===== config.mk =====
export PLATFORM = sky130hd
export DESIGN_NAME = serial_tx
export DESIGN_NICKNAME = d
export VERILOG_FILES = /design/src/rtl/serial_pkg.sv /design/src/rtl/serial_tx_fifo.sv /design/src/rtl/serial_tx.sv
export SDC_FILE = /design/constraint.sdc
export NUM_CORES = 1
export LEC_CHECK = 0
export ABC_AREA = 1
export CAP_MARGIN = 20
export CORE_MARGIN = 2
export CORE_UTILIZATION = 55
export DETAILED_ROUTE_END_ITERATION = 16
export DONT_BUFFER_PORTS = 1
export HOLD_SLACK_MARGIN = 0.03
export PLACE_DENSITY_LB_ADDON = 0.25
export SETUP_SLACK_MARGIN = 0.15
export SKIP_CTS_REPAIR_TIMING = 1
export SYNTH_ARGS = -nofsm -noshare
export SYNTH_HDL_FRONTEND = slang
export SYNTH_SLANG_ARGS = --single-unit

===== constraint.sdc =====
create_clock -name clk_in -period 2.6 [get_ports clk_in]
set_clock_uncertainty 0.2 [all_clocks]
set_input_delay 0.26 -clock clk_in [delete_from_list [all_inputs] [get_ports clk_in]]
set_output_delay 0.26 -clock clk_in [all_outputs]
set_load 0.02 [all_outputs]

===== src/rtl/serial_pkg.sv =====
// Shared types and constants for the serial transmitter: FSM state encoding,
// framing bit levels, default line parameters and a width helper.
package serial_pkg;

   typedef enum logic [1:0] {
      S_IDLE  = 2'd0,
      S_START = 2'd1,
      S_DATA  = 2'd2,
      S_STOP  = 2'd3
   } state_t;

   localparam logic START_BIT = 1'b0;
   localparam logic STOP_BIT  = 1'b1;

   localparam int DEFAULT_DIVISOR    = 10000;
   localparam int DEFAULT_DATA_WIDTH = 8;

   // Never returns 0 so degenerate parameters still give a legal vector width.
   function automatic int safe_clog2(input int n);
      return (n > 1) ? $clog2(n) : 1;
   endfunction

endpackage


===== src/rtl/serial_tx_fifo.sv =====
// Synchronous single-clock byte buffer with registered full/empty flags;
// zero-latency read of the head entry, pushes ignored when full, pops ignored when empty.
module serial_tx_fifo
   import serial_pkg::*;
#(
   parameter int DATA_WIDTH = DEFAULT_DATA_WIDTH,
   parameter int DEPTH      = 4
)(
   input  logic                  clk_in,
   input  logic                  rst_in,
   input  logic                  i_push,
   input  logic [DATA_WIDTH-1:0] i_push_dat,
   input  logic                  i_pop,
   output logic [DATA_WIDTH-1:0] o_pop_dat,
   output logic                  o_full,
   output logic                  o_empty
);

   localparam int AW = safe_clog2(DEPTH);
   localparam int PW = AW + 1;

   logic [DATA_WIDTH-1:0] r_mem [DEPTH];
   logic [PW-1:0]         r_wr_ptr;
   logic [PW-1:0]         r_rd_ptr;
   logic                  r_full;
   logic                  r_empty;

   logic [PW-1:0]         w_wr_nxt;
   logic [PW-1:0]         w_rd_nxt;
   logic                  w_push_ok;
   logic                  w_pop_ok;

   assign w_push_ok = i_push && !r_full;
   assign w_pop_ok  = i_pop && !r_empty;
   assign w_wr_nxt  = r_wr_ptr + PW'(w_push_ok);
   assign w_rd_nxt  = r_rd_ptr + PW'(w_pop_ok);

   // Flags are computed from the next pointers so they stay registered yet current.
   always_ff @(posedge clk_in) begin
      if (rst_in) begin
         r_wr_ptr <= '0;
         r_rd_ptr <= '0;
         r_full   <= 1'b0;
         r_empty  <= 1'b1;
      end else begin
         r_wr_ptr <= w_wr_nxt;
         r_rd_ptr <= w_rd_nxt;
         r_full   <= (w_wr_nxt[PW-1] != w_rd_nxt[PW-1]) &&
                     (w_wr_nxt[AW-1:0] == w_rd_nxt[AW-1:0]);
         r_empty  <= (w_wr_nxt == w_rd_nxt);
      end
   end

   always_ff @(posedge clk_in) begin
      if (w_push_ok) begin
         r_mem[r_wr_ptr[AW-1:0]] <= i_push_dat;
      end
   end

   assign o_pop_dat = r_mem[r_rd_ptr[AW-1:0]];
   assign o_full    = r_full;
   assign o_empty   = r_empty;

endmodule


===== src/rtl/serial_tx.sv =====
// Buffered async-serial transmitter (start, DATA_WIDTH bits LSB first, stop); 2 cycles
// from accept into an idle block to start bit; ready_out drops only when the FIFO is full.
module serial_tx
   import serial_pkg::*;
#(
   parameter int DIVISOR    = DEFAULT_DIVISOR,
   parameter int DATA_WIDTH = DEFAULT_DATA_WIDTH,
   parameter int FIFO_DEPTH = 4
)(
   input  logic                  clk_in,
   input  logic                  rst_in,
   input  logic [DATA_WIDTH-1:0] data_in,
   input  logic                  valid_in,
   output logic                  ready_out,
   output logic                  data_out,
   output logic                  busy_out
);

   localparam int CNT_W = safe_clog2(DIVISOR + 1);
   localparam int IDX_W = safe_clog2(DATA_WIDTH);

   localparam logic [CNT_W-1:0] BAUD_MAX = CNT_W'(DIVISOR);
   localparam logic [IDX_W-1:0] IDX_LAST = IDX_W'(DATA_WIDTH - 1);

   state_t                r_state;
   logic [CNT_W-1:0]      r_baud;
   logic [IDX_W-1:0]      r_bit_idx;
   logic [DATA_WIDTH-1:0] r_shift;
   logic                  r_data_out;

   logic                  w_full;
   logic                  w_empty;
   logic                  w_pop;
   logic                  w_baud_end;
   logic                  w_line;
   logic [DATA_WIDTH-1:0] w_pop_dat;

   serial_tx_fifo #(
      .DATA_WIDTH (DATA_WIDTH),
      .DEPTH      (FIFO_DEPTH)
   ) u_fifo (
      .clk_in     (clk_in),
      .rst_in     (rst_in),
      .i_push     (valid_in),
      .i_push_dat (data_in),
      .i_pop      (w_pop),
      .o_pop_dat  (w_pop_dat),
      .o_full     (w_full),
      .o_empty    (w_empty)
   );

   assign w_baud_end = (r_baud == BAUD_MAX);

   // A frame is loaded from idle, or straight out of the stop bit so frames abut.
   assign w_pop = !w_empty &&
                  ((r_state == S_IDLE) || ((r_state == S_STOP) && w_baud_end));

   always_comb begin
      w_line = STOP_BIT;
      case (r_state)
         S_IDLE:  w_line = STOP_BIT;
         S_START: w_line = START_BIT;
         S_DATA:  w_line = r_shift[0];
         S_STOP:  w_line = STOP_BIT;
         default: w_line = STOP_BIT;
      endcase
   end

   always_ff @(posedge clk_in) begin
      if (rst_in) begin
         r_state    <= S_IDLE;
         r_baud     <= '0;
         r_bit_idx  <= '0;
         r_shift    <= '0;
         r_data_out <= 1'b1;
      end else begin
         // The line trails the state by one register stage, keeping every bit the same length.
         r_data_out <= w_line;
         case (r_state)
            S_IDLE: begin
               r_baud    <= '0;
               r_bit_idx <= '0;
               if (!w_empty) begin
                  r_shift <= w_pop_dat;
                  r_state <= S_START;
               end
            end
            S_START: begin
               if (w_baud_end) begin
                  r_baud    <= '0;
                  r_bit_idx <= '0;
                  r_state   <= S_DATA;
               end else begin
                  r_baud <= r_baud + 1'b1;
               end
            end
            S_DATA: begin
               if (w_baud_end) begin
                  r_baud  <= '0;
                  r_shift <= r_shift >> 1;
                  if (r_bit_idx == IDX_LAST) begin
                     r_bit_idx <= '0;
                     r_state   <= S_STOP;
                  end else begin
                     r_bit_idx <= r_bit_idx + 1'b1;
                  end
               end else begin
                  r_baud <= r_baud + 1'b1;
               end
            end
            S_STOP: begin
               if (w_baud_end) begin
                  r_baud <= '0;
                  if (!w_empty) begin
                     r_shift <= w_pop_dat;
                     r_state <= S_START;
                  end else begin
                     r_state <= S_IDLE;
                  end
               end else begin
                  r_baud <= r_baud + 1'b1;
               end
            end
            default: begin
               r_state    <= S_IDLE;
               r_baud     <= '0;
               r_bit_idx  <= '0;
               r_data_out <= 1'b1;
            end
         endcase
      end
   end

   assign ready_out = !w_full;
   assign data_out  = r_data_out;
   assign busy_out  = (r_state != S_IDLE) || !w_empty;

endmodule


After elaboration in Yosys (flattened, before gate mapping)
Memories as Yosys holds them, arrays and structs flattened. A register that Yosys moved wholly into a read port is not among the register bits. Index checks and enable logic that the tools add are counted.

Add/sub/neg operators: 4. $mul: 0. Divide/modulo/power cells: 0. Magnitude comparators: 0. Eq/ne operators: 13. Shifts and indexed selects: 0. Muxes and demuxes: 21. Bitwise logic cells: 0. Reduce and logical (&&, ||, !) cells: 18.

Operators with widths (number): $pmux W14 S2 (1); $mux W8 (3); $pmux W8 S3 (1); $add A14 B1 Y14 const B (1); $eq A14 B14 Y1 const B (1); $mux W14 (1); $mux W2 (6); $ne A2 B2 Y1 const B (5); $mux W3 (3); $pmux W3 S3 (1); $pmux W2 S4 (1); $add A3 B1 Y3 (2); $reduce_and A3 Y1 (2); $reduce_bool A3 Y1 (2); $logic_and A1 B1 Y1 (5); $reduce_and A5 Y1 (1); $eq A2 B2 Y1 const B (2); $add A3 B1 Y3 const B (1); $eq A3 B3 Y1 (1); $eq A3 B3 Y1 const B (1); $mux W1 (3); $pmux W1 S3 (1); $reduce_or A3 Y1 (1); $eq A2 B1 Y1 const B (1); 7 further kinds (9).

Flip-flop bits (word level): 36. Bits in latches: 0. Bits in writable memories: 32. Bits in read-only memories: 0. Input port bits: 11. Word-level logic and storage cells: 66. Memories: 1.

Memory list: u_fifo.r_mem (words 4, width 8, read ports 1, clocked after Yosys merged registers in 1, wr ports 1, line serial_tx_fifo.sv:22) `logic [DATA_WIDTH-1:0] r_mem [DEPTH];`.

Longest topological paths before layout
Gate-level depths: netlist of run 1.

Word-level depth: 8. Mapped depth: 13. Mapped depth without buffers: 12.

By module
A second synthesis of run 1 with hierarchy kept.

Cells, all modules: 372. Area, all modules: 3274.4 µm².

By module, submodules not included: serial_tx (instances 1, cells an instance 230, area each 1661.6 µm², sequential area each 560.5 µm²); serial_tx_fifo (instances 1, cells an instance 142, area each 1612.8 µm², sequential area each 1121.1 µm²).

Least setup slack after synthesis of run 1
No wires, ideal clock.

Kind: register to register. Start point: register r_state[0]. End point: register u_fifo.r_empty, in the netlist u_fifo.o_empty. Library setup time: 0.058 ns. Data arrival time: 1.701 ns. Required time: 2.342 ns. Setup slack: 0.641 ns. Stages on the path, launching flop included: 11. Path buffers: 0. Path through: dfxtp_1 inv_1 ha_1 inv_1 a21oi_1 ha_1 ha_1 xnor2_1 xnor2_1 nand4_1 nand2_1.

Word-level cells in the longest chain between the ends: 7. Elaborated cells on any way between the ends: 8. Classes of those cells: add/sub: 1; eq/ne: 2; reduce/logical: 5.

Ends and longest elaborated chain: start: declaration (line serial_tx.sv:25) `state_t r_state;`; start signal: assignment (line serial_tx.sv:71) `r_state <= S_IDLE;`; start signal: assignment (line serial_tx.sv:85) `r_state <= S_START;`; start signal: assignment (line serial_tx.sv:92) `r_state <= S_DATA;`; $eq A2 B2 Y1 (line serial_tx.sv:56) `((r_state == S_IDLE) || ((r_state == S_STOP) && w_baud_end));`; $logic_and A1 B1 Y1 (line serial_tx.sv:56); $logic_or A1 B1 Y1 * (line serial_tx.sv:56); $logic_and A1 B1 Y1 * (line serial_tx.sv:55) `assign w_pop = !w_empty &&`; $logic_and A1 B1 Y1 * (line serial_tx_fifo.sv:34) `assign w_pop_ok = i_pop && !r_empty;`; $add A3 B1 Y3 * (line serial_tx_fifo.sv:36) `assign w_rd_nxt = r_rd_ptr + PW'(w_pop_ok);`; $eq A3 B3 Y1 * (line serial_tx_fifo.sv:50) `r_empty <= (w_wr_nxt == w_rd_nxt);`; end signal: assignment (line serial_tx_fifo.sv:50); end: declaration (line serial_tx_fifo.sv:26) `logic r_empty;`.

Mark *: on every way between the ends. The rest lies on a longest branch, timed or not. A chain may end at the register's enable or synchronous reset.

Worst setup path after layout of run 1
Same ends and word-level chain as after synthesis.

==> results.rst, run 1 <==
.. list-table::
   :header-rows: 1

   * - Metric
     - Value
   * - Post-Synthesis Cells
     - 389
   * - Maximum net fanout on the critical path
     - 6
   * - Power density over the cells
     - 1010 nW/um2
   * - Detailed Route WL
     - 5710 um
   * - Final core utilization
     - 64.3%
   * - Cell at the slowest stage of the critical path
     - sky130_fd_sc_hd__dfxtp_1
   * - Overall Global Routing Usage
     - 19.9%
   * - Data required time at the worst endpoint
     - 2.69 ns
   * - Total number of vias
     - 2,357
   * - Top_reg_cell synth
     - sky130_fd_sc_hd__dfxtp_1
   * - Sequential cell area fraction in the yosys report
     - 52.4%
   * - Setup_tns
     - 0 ns
   * - Pin count of the biggest net entering global routing
     - 17
   * - Final critical-path required period
     - 2.16 ns
   * - Synthesis-to-finish area growth
     - 11.7%
   * - Die width
     - 80.4 um
   * - Effective utilization at floorplan
     - 57.6%
   * - Cell-by-cell listing of the critical path
     - inv_1, ha_1, inv_1, a21oi_1, ha_1, ha_1, xnor2_1, xnor2_1, nand4_1, nand2_1
   * - CTS buffer count
     - 9
   * - Fraction of layout cells with a size suffix above 1
     - 7.77%
   * - Post-route DRC
     - 0
   * - Ratio of routed vias to standard cells
     - 4.87
   * - Worst-case vdd ir drop
     - 687 uV
   * - Cell types occupying the most area after synthesis
     - sky130_fd_sc_hd__edfxtp_1 30%, sky130_fd_sc_hd__dfxtp_1 22%, sky130_fd_sc_hd__nand2_1 11%
   * - Last weighted congestion value of the routability-driven placer
     - 0.849
   * - ANT cells
     - 0
   * - Crit path launch type
     - flip-flop
   * - Endpoint of the most critical register-to-register path
     - u_fifo.o_empty$_SDFF_PP1_
   * - Number of pins with negative max-slew slack in the final report
     - 0
   * - Clock latency on the worst-skew pair
     - 0.34 ns
   * - Final Setup Violations
     - 0
   * - Highest Clock Rate
     - 462 MHz
   * - Syn nets
     - 414
   * - Filler cell count in the final layout
     - 459
   * - Total number of H-tree levels
     - 3
   * - Slack of the worst reg-to-reg path
     - 0.44 ns
   * - Die outline height
     - 80.4 um
   * - Library cell occupying the most area in the post-synthesis netlist
     - sky130_fd_sc_hd__edfxtp_1
   * - Total global routing overflow
     - 0
   * - Number of global-route vias before repair
     - 2,273
   * - Antenna viol nets, final
     - 0
   * - Wire length per cell
     - 11.8 um
   * - DR pass1 iterations
     - 6
   * - Reg-to-Reg Start
     - r_state[0]$_SDFFE_PP0P_
   * - Floorplan row count
     - 27
   * - Worst Setup EP
     - u_fifo.o_empty$_SDFF_PP1_
   * - Relative max-transition margin
     - 67.2%
   * - Max Buffers Root-to-Sink
     - 2
   * - Clock net sink count
     - 68
   * - Leakage Power
     - 0.00153 uW
   * - Number of placed instances, taps included
     - 459
   * - CTS Root Cell
     - sky130_fd_sc_hd__clkbuf_8
   * - Half-perimeter wire length of the detailed placement result
     - 4000 um
   * - Area taken by multi-input logic gates
     - 1300 um2
   * - Data arrival, critical path
     - 2.25 ns
   * - Total number of yosys warnings
     - 0
   * - Worst setup path startpoint
     - r_state[0]$_SDFFE_PP0P_
   * - Synth top area share
     - 29.9%
   * - Most repeated cell in the gate-level netlist after synthesis
     - sky130_fd_sc_hd__nand2_1
   * - Number of flops mapped to enable cells by yosys
     - 32
   * - Global-route wire length before repair
     - 9670 um
   * - Total count of hold-check failures in the final report
     - 0
   * - Worst-path clk slew
     - 0.08 ns
   * - Number of nets in the finished design
     - 432
   * - Final period utilization
     - 83.2%
   * - Combined area of all synthesized cells
     - 3210 um2
   * - Run status
     - completed
   * - Avg Inst Size Synth
     - 8.25 um2
   * - Distinct cell type count after synthesis
     - 27
   * - Worst hold path type
     - input pin to flip-flop
   * - Reg area
     - 1680 um2
   * - Max incr delay on CP
     - 0.38 ns
   * - Floorplan die area
     - 6460 um2
   * - Worst-case reg-to-reg path depth
     - 10
   * - Critical path class
     - flip-flop to flip-flop
   * - Number of ports placed on the die boundary
     - 14
   * - Number of antenna violations at the first check in global routing
     - 0
   * - Most frequent cells after synthesis
     - 96 x sky130_fd_sc_hd__nand2_1, 87 x sky130_fd_sc_hd__nor2_1, 42 x sky130_fd_sc_hd__inv_1
   * - Ys async rst share
     - 0%
   * - Number of port buffers
     - 0
   * - Reported max-cap violation count
     - 0
   * - Final Total Pwr
     - 3610 uW
   * - Number of DRC markers after the initial detailed-route iteration
     - 117
   * - Floorplan Core Area
     - 5570 um2
   * - Endpoint class of the critical path
     - flip-flop
   * - Number of standard cells in the final layout excluding fillers
     - 484
   * - #FFs+latches synth
     - 68
   * - Most used cell, CP
     - sky130_fd_sc_hd__ha_1
   * - Slew of the pin with the lowest slew margin
     - 0.490 ns
   * - RSZ-0062 raised after global routing
     - false
   * - Clock tree from TritonCTS
     - built
## metal layers
metal	up-vias	GRT usage, %	wire length (um)
met5	-	0	0
met4	0	10.3	110
met3	10	4.38	167
met2	37	33.8	2780
met1	1053	23.6	2640
li1	1257	-	-
## stage by stage
step	cell area [um2]	hold WS, ns	setup WS, ns
CTS	3490	-0.233	0.439
detailed placement	3290	0.135	0.457
global route	3580	0.0302	0.286
global placement	3290	0.134	0.551
floorplan	3210	0.159	0.641
finish	3580	0.0144	0.437
## registers in the layout, summed over array words and instances, names as in the netlist
register / flops
r_bit_idx: 3
u_fifo.r_wr_ptr: 3
r_state: 2
r_baud: 14
u_fifo.r_rd_ptr: 3
data_out: 1
r_shift: 8
u_fifo.r_mem: 32
u_fifo.o_empty: 1
u_fifo.o_full: 1
## worst min path at each step
| stage | from | end | slack [ns] | cells past startpoint |
|---|---|---|---|---|
| 6_report | rst_in | u_fifo.o_empty$_SDFF_PP1_ | 0.01 | 3 |
| 5_1_grt | rst_in | u_fifo.o_empty$_SDFF_PP1_ | 0.03 | 3 |
| 4_1_cts | rst_in | u_fifo.r_rd_ptr[2]$_SDFF_PP0_ | -0.23 | 1 |
| 3_5_place_dp | rst_in | u_fifo.r_rd_ptr[0]$_SDFF_PP0_ | 0.14 | 1 |
| 3_3_place_gp | rst_in | u_fifo.r_wr_ptr[2]$_SDFF_PP0_ | 0.13 | 1 |
| 2_1_floorplan | data_in[0] | u_fifo.r_mem[0][0]$_DFFE_PP_ | 0.16 | 0 |
## cell type report
| cell class | instances | area share (%) |
|---|---|---|
| repair buffers | 17 | 4.19 |
| multi-input cells | 268 | 36.2 |
| well taps | 72 | 2.51 |
| inverters | 43 | 4.50 |
| clock inverters | 7 | 2.27 |
| clock buffers | 9 | 3.46 |
| flip-flops and latches | 68 | 46.9 |
## critical path: cells and delay by family, from the launching register on
family                     cells  cell delay [ns]
adders and majority gates      3             0.64
xor gates and xnor gates       2             0.41
DFF                            1             0.38
buffers and inverters          2             0.21
and+or+nand+nor                2             0.18
AOI/OAI and AO/OA              1             0.08
## cells in the final DEF, fill, tap and decap left out, drive strengths merged
cell type    instances
clkbuf               9
o31ai                1
dfxtp               36
buf                  8
nor3b                1
nor2                88
bufinv               1
clkinvlp             1
inv                 46
xor2                 6
ha                  14
or2                  2
nand4                4
o21ai               18
nand2               99
nor3                 7
edfxtp              32
nand3               13
clkinv               2
nand3b               1
xnor2                4
a21oi               10
dlygate4sd3          9
## where the power goes
| group | internal [uW] | switching (uW) | leakage (uW) | total [uW] |
|---|---|---|---|---|
| Clock | 456 | 430 | 0.000101 | 886 |
| Sequential | 1280 | 110 | 0.000588 | 1390 |
| Combinational | 476 | 851 | 0.000841 | 1330 |
| Total | 2220 | 1390 | 0.00153 | 3610 |
## cell families after synthesis
kind of cell             synth area share (%)
XOR/XNOR                                 2.73
AND/OR/NAND/NOR                          27.2
flip-flops                               52.4
AO/OA/AOI/OAI                            4.95
buffers and inverters                    7.25
adder cells (fa/ha/maj)                  5.46
(Power assumes the default switching activity.)
==> inputs of run 2 (changes only) <==
- clock period: 2.6 -> 2.25 ns (I/O delays scaled with it)
==> run 2 against run 1 <==
Effect of this change: critical path type unchanged; non-clock buffer count rose by 7; fmax increased by 1.5%; first-iteration DRC count is 0.85% higher; sequential power is 17% higher.
==> results.rst, run 2 (synthesis results as in run 1) <==
.. list-table::
   :header-rows: 1

   * - Metric
     - Value
   * - Run status
     - completed
   * - Internal portion of total power
     - 2630 uW
   * - Reg-to-Reg Start
     - r_baud[1]$_SDFF_PP0_
   * - Total count of hold-check failures in the final report
     - 0
   * - Worst-case vdd ir drop
     - 643 uV
   * - Worst-case reg-to-reg path depth
     - 12
   * - Cell at the slowest stage of the critical path
     - sky130_fd_sc_hd__dfxtp_2
   * - Total number of H-tree levels
     - 3
   * - Max incr delay on CP
     - 0.34 ns
   * - Ratio of routed vias to standard cells
     - 4.98
   * - Global-route wire length before repair
     - 9760 um
   * - Commonest non-fill, non-tap cells in the layout
     - 94 x sky130_fd_sc_hd__nand2_1, 86 x sky130_fd_sc_hd__nor2_1, 39 x sky130_fd_sc_hd__inv_1, 33 x sky130_fd_sc_hd__dfxtp_1, 32 x sky130_fd_sc_hd__edfxtp_1
   * - Fraction of power spent switching nets
     - 38.8%
   * - Number of ports placed on the die boundary
     - 14
   * - Total global routing overflow
     - 0
   * - Power density over the cells
     - 1150 nW/um2
   * - Number of pins with negative max-slew slack in the final report
     - 0
   * - Part of the power in registers
     - 37.8%
   * - Worst Setup EP
     - u_fifo.o_empty$_SDFF_PP1_
   * - Post-route DRC
     - 0
   * - Slack of the worst reg-to-reg path
     - 0.12 ns
   * - Worst-path clk slew
     - 0.08 ns
   * - Worst setup path startpoint
     - r_baud[1]$_SDFF_PP0_
   * - Highest Clock Rate
     - 469 MHz
   * - Half-perimeter wire length of the detailed placement result
     - 4170 um
   * - Floorplan die area
     - 6460 um2
   * - Maximum net fanout on the critical path
     - 3
   * - Endpoint class of the critical path
     - flip-flop
   * - Number of DRC markers after the initial detailed-route iteration
     - 118
   * - Max Buffers Root-to-Sink
     - 2
   * - Data required time at the worst endpoint
     - 2.34 ns
   * - Most common cell after layout, fill and taps aside
     - sky130_fd_sc_hd__nand2_1
   * - RSZ-0062 raised after global routing
     - true
   * - Reported max-cap violation count
     - 0
   * - Worst hold path type
     - input pin to flip-flop
   * - Crit path launch type
     - flip-flop
   * - Final critical-path required period
     - 2.13 ns
   * - Effective utilization at floorplan
     - 57.6%
   * - Floorplan Core Area
     - 5570 um2
   * - Number of nets in the finished design
     - 439
   * - Number of global-route vias before repair
     - 2,266
   * - Pin count of the biggest net entering global routing
     - 17
   * - Critical path class
     - flip-flop to flip-flop
   * - Setup_tns
     - 0 ns
   * - Endpoint of the most critical register-to-register path
     - u_fifo.o_empty$_SDFF_PP1_
   * - ANT cells
     - 0
   * - Number of port buffers
     - 0
   * - Clock latency on the worst-skew pair
     - 0.35 ns
   * - Last weighted congestion value of the routability-driven placer
     - 0.841
   * - Setup WS post-layout
     - 0.118 ns
   * - Number of antenna violations at the first check in global routing
     - 0
   * - Portion of total power attributed to the clock network
     - 23.7%
   * - Psw
     - 1670 uW
   * - CTS buffer count
     - 9
   * - Die width
     - 80.4 um
   * - Wire length per cell
     - 12.4 um
   * - DR pass1 iterations
     - 4
   * - CTS Root Cell
     - sky130_fd_sc_hd__clkbuf_8
   * - Overall Global Routing Usage
     - 20.1%
   * - Final period utilization
     - 94.7%
   * - Final Setup Violations
     - 0
   * - Clock net sink count
     - 68
   * - Total number of vias
     - 2,447
   * - Cell-by-cell listing of the critical path
     - inv_2, ha_4, nand4_1, nor2_1, nand3_1, a21oi_2, ha_2, ha_4, xnor2_4, xnor2_2, nand4_1, nand2_1
   * - Filler cell count in the final layout
     - 442
   * - Reg area
     - 1690 um2
   * - Antenna viol nets, final
     - 0
   * - Slew of the pin with the lowest slew margin
     - 0.394 ns
   * - Number of flip-flops under the largest register name
     - 32
   * - Floorplan row count
     - 27
   * - Data arrival, critical path
     - 2.22 ns
   * - Area taken by multi-input logic gates
     - 1380 um2
   * - Relative max-transition margin
     - 73.7%
   * - Fraction of layout cells with a size suffix above 1
     - 13.6%
   * - Detailed Route WL
     - 6070 um
   * - Die outline height
     - 80.4 um
   * - Clock tree from TritonCTS
     - built
   * - Leakage Power
     - 0.00158 uW
   * - Synthesis-to-finish area growth
     - 16.1%
   * - Worst hold slack across all endpoints
     - 0.185 ns
   * - Final Total Pwr
     - 4290 uW
   * - Post-placement worst setup slack
     - 0.0805 ns
   * - Final core utilization
     - 66.9%
   * - Combinational cell fraction of total power
     - 38.5%
==> run 2: cell types whose count changed in the layout (fill, tap and decap cells not counted), sizes merged <==
cell,previous run,this run
clkinv,2,1
buf,8,15
clkinvlp,1,2
==> run 2: how the worst min path moves through the flow <==
stage | start | end | slack [ns] | cells after the start
global route | valid_in | u_fifo.r_mem[0][4]$_DFFE_PP_ | 0.24 | 3
global placement | rst_in | u_fifo.r_wr_ptr[0]$_SDFF_PP0_ | 0.1 | 1
CTS | rst_in | u_fifo.r_rd_ptr[2]$_SDFF_PP0_ | -0.27 | 1
detailed placement | rst_in | u_fifo.r_wr_ptr[0]$_SDFF_PP0_ | 0.1 | 1
floorplan | data_in[0] | u_fifo.r_mem[0][0]$_DFFE_PP_ | 0.12 | 0
finish | valid_in | u_fifo.r_wr_ptr[0]$_SDFF_PP0_ | 0.18 | 5
==> run 2: cell type report <==
| class | instances | area share, % |
|---|---|---|
| tap | 72 | 2.42 |
| inverter | 43 | 4.33 |
| multi-input combinational | 268 | 37.1 |
| clock buffer | 9 | 3.32 |
| clock inverter | 7 | 2.15 |
| sequential | 68 | 45.2 |
| timing repair buffer | 24 | 5.44 |
==> run 2: power groups by stage <==
stage	registers (uW)	logic, uW	clock network (uW)
2_1_floorplan	1600	1300	0
3_3_place_gp	1630	1520	0
3_5_place_dp	1640	1550	0
4_1_cts	1610	1560	1040
5_1_grt	1640	1900	1080
6_report	1620	1650	1020
==> run 2: routing by layer <==
layer  GRT usage (%)  wire length [um]  vias up
met5               0                 0        -
met4            10.0                96        0
met3            4.94               214        9
met2            35.1              3170       52
met1            22.7              2580     1111
li1                -                 -     1275
==> run 2: through the flow <==
| stage | cells | area, um2 |
|---|---|---|
| floorplan | 389 | 3210 |
| global placement | 465 | 3330 |
| detailed placement | 465 | 3330 |
| CTS | 481 | 3540 |
| global route | 491 | 3730 |
| finish | 491 | 3730 |
==> run 2: critical path: cells and delay by family (launching register included) <==
family | cells | cell delay [ns]
simple gates | 5 | 0.52
fa+ha+maj | 3 | 0.50
flops | 1 | 0.34
compound gates | 1 | 0.18
xor+xnor | 2 | 0.28
buf+inv | 1 | 0.06
==> inputs of run 3 (changes only) <==
- CORE_UTILIZATION: 55 -> 56
==> run 3 against run 2 <==
Effect of this change: final area up 0.97%; setup slack worse by 0.024 ns; wire length up 6.3%; global-route usage up 1.2 points; critical endpoint is now u_fifo.o_full$_SDFF_PP0_; critical path type unchanged; critical path depth down 2; fmax down 1.1%.
==> results.rst, run 3 (synthesis results as in run 1) <==
.. list-table::
   :header-rows: 1

   * - Metric
     - Value
   * - CTS buffer count
     - 9
   * - Die outline height
     - 79.7 um
   * - Overall Global Routing Usage
     - 21.3%
   * - Die width
     - 79.7 um
   * - Clock net sink count
     - 68
   * - Maximum net fanout on the critical path
     - 2
   * - Clock latency on the worst-skew pair
     - 0.35 ns
   * - Number of nets in the finished design
     - 440
   * - Slew of the pin with the lowest slew margin
     - 0.409 ns
   * - Final core utilization
     - 68.3%
   * - Antenna viol nets, final
     - 0
   * - Crit path launch type
     - flip-flop
   * - Wire length per cell
     - 13.1 um
   * - Data arrival, critical path
     - 2.22 ns
   * - Worst-case vdd ir drop
     - 968 uV
   * - CTS Root Cell
     - sky130_fd_sc_hd__clkbuf_8
   * - Number of global-route vias before repair
     - 2,422
   * - Effective utilization at floorplan
     - 58.3%
   * - Reported max-cap violation count
     - 0
   * - Number of DRC markers after the initial detailed-route iteration
     - 145
   * - Number of port buffers
     - 0
   * - Endpoint class of the critical path
     - flip-flop
   * - Fraction of layout cells with a size suffix above 1
     - 11.9%
   * - DR pass1 iterations
     - 4
   * - Post-route DRC
     - 0
   * - Final Setup Violations
     - 0
   * - RSZ-0062 raised after global routing
     - true
   * - Total number of vias
     - 2,493
   * - Most common cell after layout, fill and taps aside
     - sky130_fd_sc_hd__nand2_1
   * - Floorplan row count
     - 27
   * - Number of flip-flops under the largest register name
     - 32
   * - Number of pins with negative max-slew slack in the final report
     - 0
   * - Floorplan die area
     - 6350 um2
   * - Last weighted congestion value of the routability-driven placer
     - 0.861
   * - Half-perimeter wire length of the detailed placement result
     - 4180 um
   * - Clock tree from TritonCTS
     - built
   * - Total placed instance area
     - 3310 um2
   * - Run status
     - completed
   * - Max Buffers Root-to-Sink
     - 2
   * - Floorplan Core Area
     - 5510 um2
   * - Data required time at the worst endpoint
     - 2.31 ns
   * - Final instance area
     - 3760 um2
   * - Critical path class
     - flip-flop to flip-flop
   * - Worst-path clk slew
     - 0.08 ns
   * - Post-placement worst setup slack
     - 0.0344 ns
   * - Total count of hold-check failures in the final report
     - 0
   * - Worst hold path type
     - input pin to flip-flop
   * - Number of antenna violations at the first check in global routing
     - 0
   * - Commonest non-fill, non-tap cells in the layout
     - 96 x sky130_fd_sc_hd__nand2_1, 86 x sky130_fd_sc_hd__nor2_1, 41 x sky130_fd_sc_hd__inv_1, 33 x sky130_fd_sc_hd__dfxtp_1, 32 x sky130_fd_sc_hd__edfxtp_1
   * - Setup_tns
     - 0 ns
   * - Leakage Power
     - 0.00160 uW
   * - Detailed Route WL
     - 6450 um
   * - Setup WS post-layout
     - 0.0945 ns
   * - Final period utilization
     - 95.8%
   * - Final Total Pwr
     - 4520 uW
   * - Number of ports placed on the die boundary
     - 14
   * - Ratio of routed vias to standard cells
     - 5.07
   * - Pin count of the biggest net entering global routing
     - 17
   * - Final critical-path required period
     - 2.16 ns
   * - Synthesis-to-finish area growth
     - 17.2%
   * - ANT cells
     - 0
   * - Relative max-transition margin
     - 72.7%
   * - Total number of H-tree levels
     - 3
   * - Power density over the cells
     - 1200 nW/um2
   * - Highest Clock Rate
     - 464 MHz
   * - Total global routing overflow
     - 0
   * - Global-route wire length before repair
     - 10,300 um
run 3: critical path, stage by stage, from the launching register on:
cell	delay, ns
sky130_fd_sc_hd__dfxtp_2	0.32
sky130_fd_sc_hd__inv_1	0.09
sky130_fd_sc_hd__ha_4	0.13
sky130_fd_sc_hd__nand4_1	0.09
sky130_fd_sc_hd__nor2_2	0.17
sky130_fd_sc_hd__nand3_1	0.10
sky130_fd_sc_hd__a21oi_2	0.18
sky130_fd_sc_hd__ha_2	0.31
sky130_fd_sc_hd__xnor2_2	0.18
sky130_fd_sc_hd__nand3_1	0.10
sky130_fd_sc_hd__nor3_1	0.20
run 3: routing by layer:
metal	wire length, um	GRT usage, %	up-vias	share of wire, %
met1	2750	24.5	1151	43
met5	0	0	-	0
met3	230	4.75	14	3.6
met4	158	10.5	0	2.4
met2	3320	37.3	50	51
li1	-	-	1278	-
run 3: area by class of cell:
| cell class | count | area, um2 |
|---|---|---|
| sequential | 68 | 1690 |
| multi-input combinational | 268 | 1360 |
| tap | 72 | 90.1 |
| timing repair buffer | 25 | 215 |
| clock buffer | 9 | 124 |
| clock inverter | 7 | 124 |
| inverter | 43 | 161 |
| fill | 417 | 1740 |
run 3: stage by stage:
step | hold slack [ns] | cells
4_1_cts | -0.262 | 478
3_5_place_dp | 0.100 | 462
5_1_grt | 0.0405 | 492
6_report | 0.0218 | 492
2_1_floorplan | 0.124 | 389
3_3_place_gp | 0.0988 | 462
run 3: path summary, 6_finish.rpt:
path	start	endpoint	depth (start not counted)	slack, ns
worst max-delay path	r_baud[0]$_SDFF_PP0_	u_fifo.o_full$_SDFF_PP0_	10	0.09
worst min-delay path	rst_in	r_baud[5]$_SDFF_PP0_	3	0.02
worst max register to register	r_baud[0]$_SDFF_PP0_	u_fifo.o_full$_SDFF_PP0_	10	0.09
worst min register to register	r_shift[7]$_SDFFE_PP0P_	r_shift[7]$_SDFFE_PP0P_	2	0.30
run 3: power by group:
part / total (uW) / internal (uW) / leakage (uW) / switching [uW]
Combinational: 1660 / 614 / 0.000887 / 1050
Clock: 1240 / 744 / 0.000120 / 501
Sequential: 1620 / 1490 / 0.000589 / 128
Total: 4520 / 2840 / 0.00160 / 1680
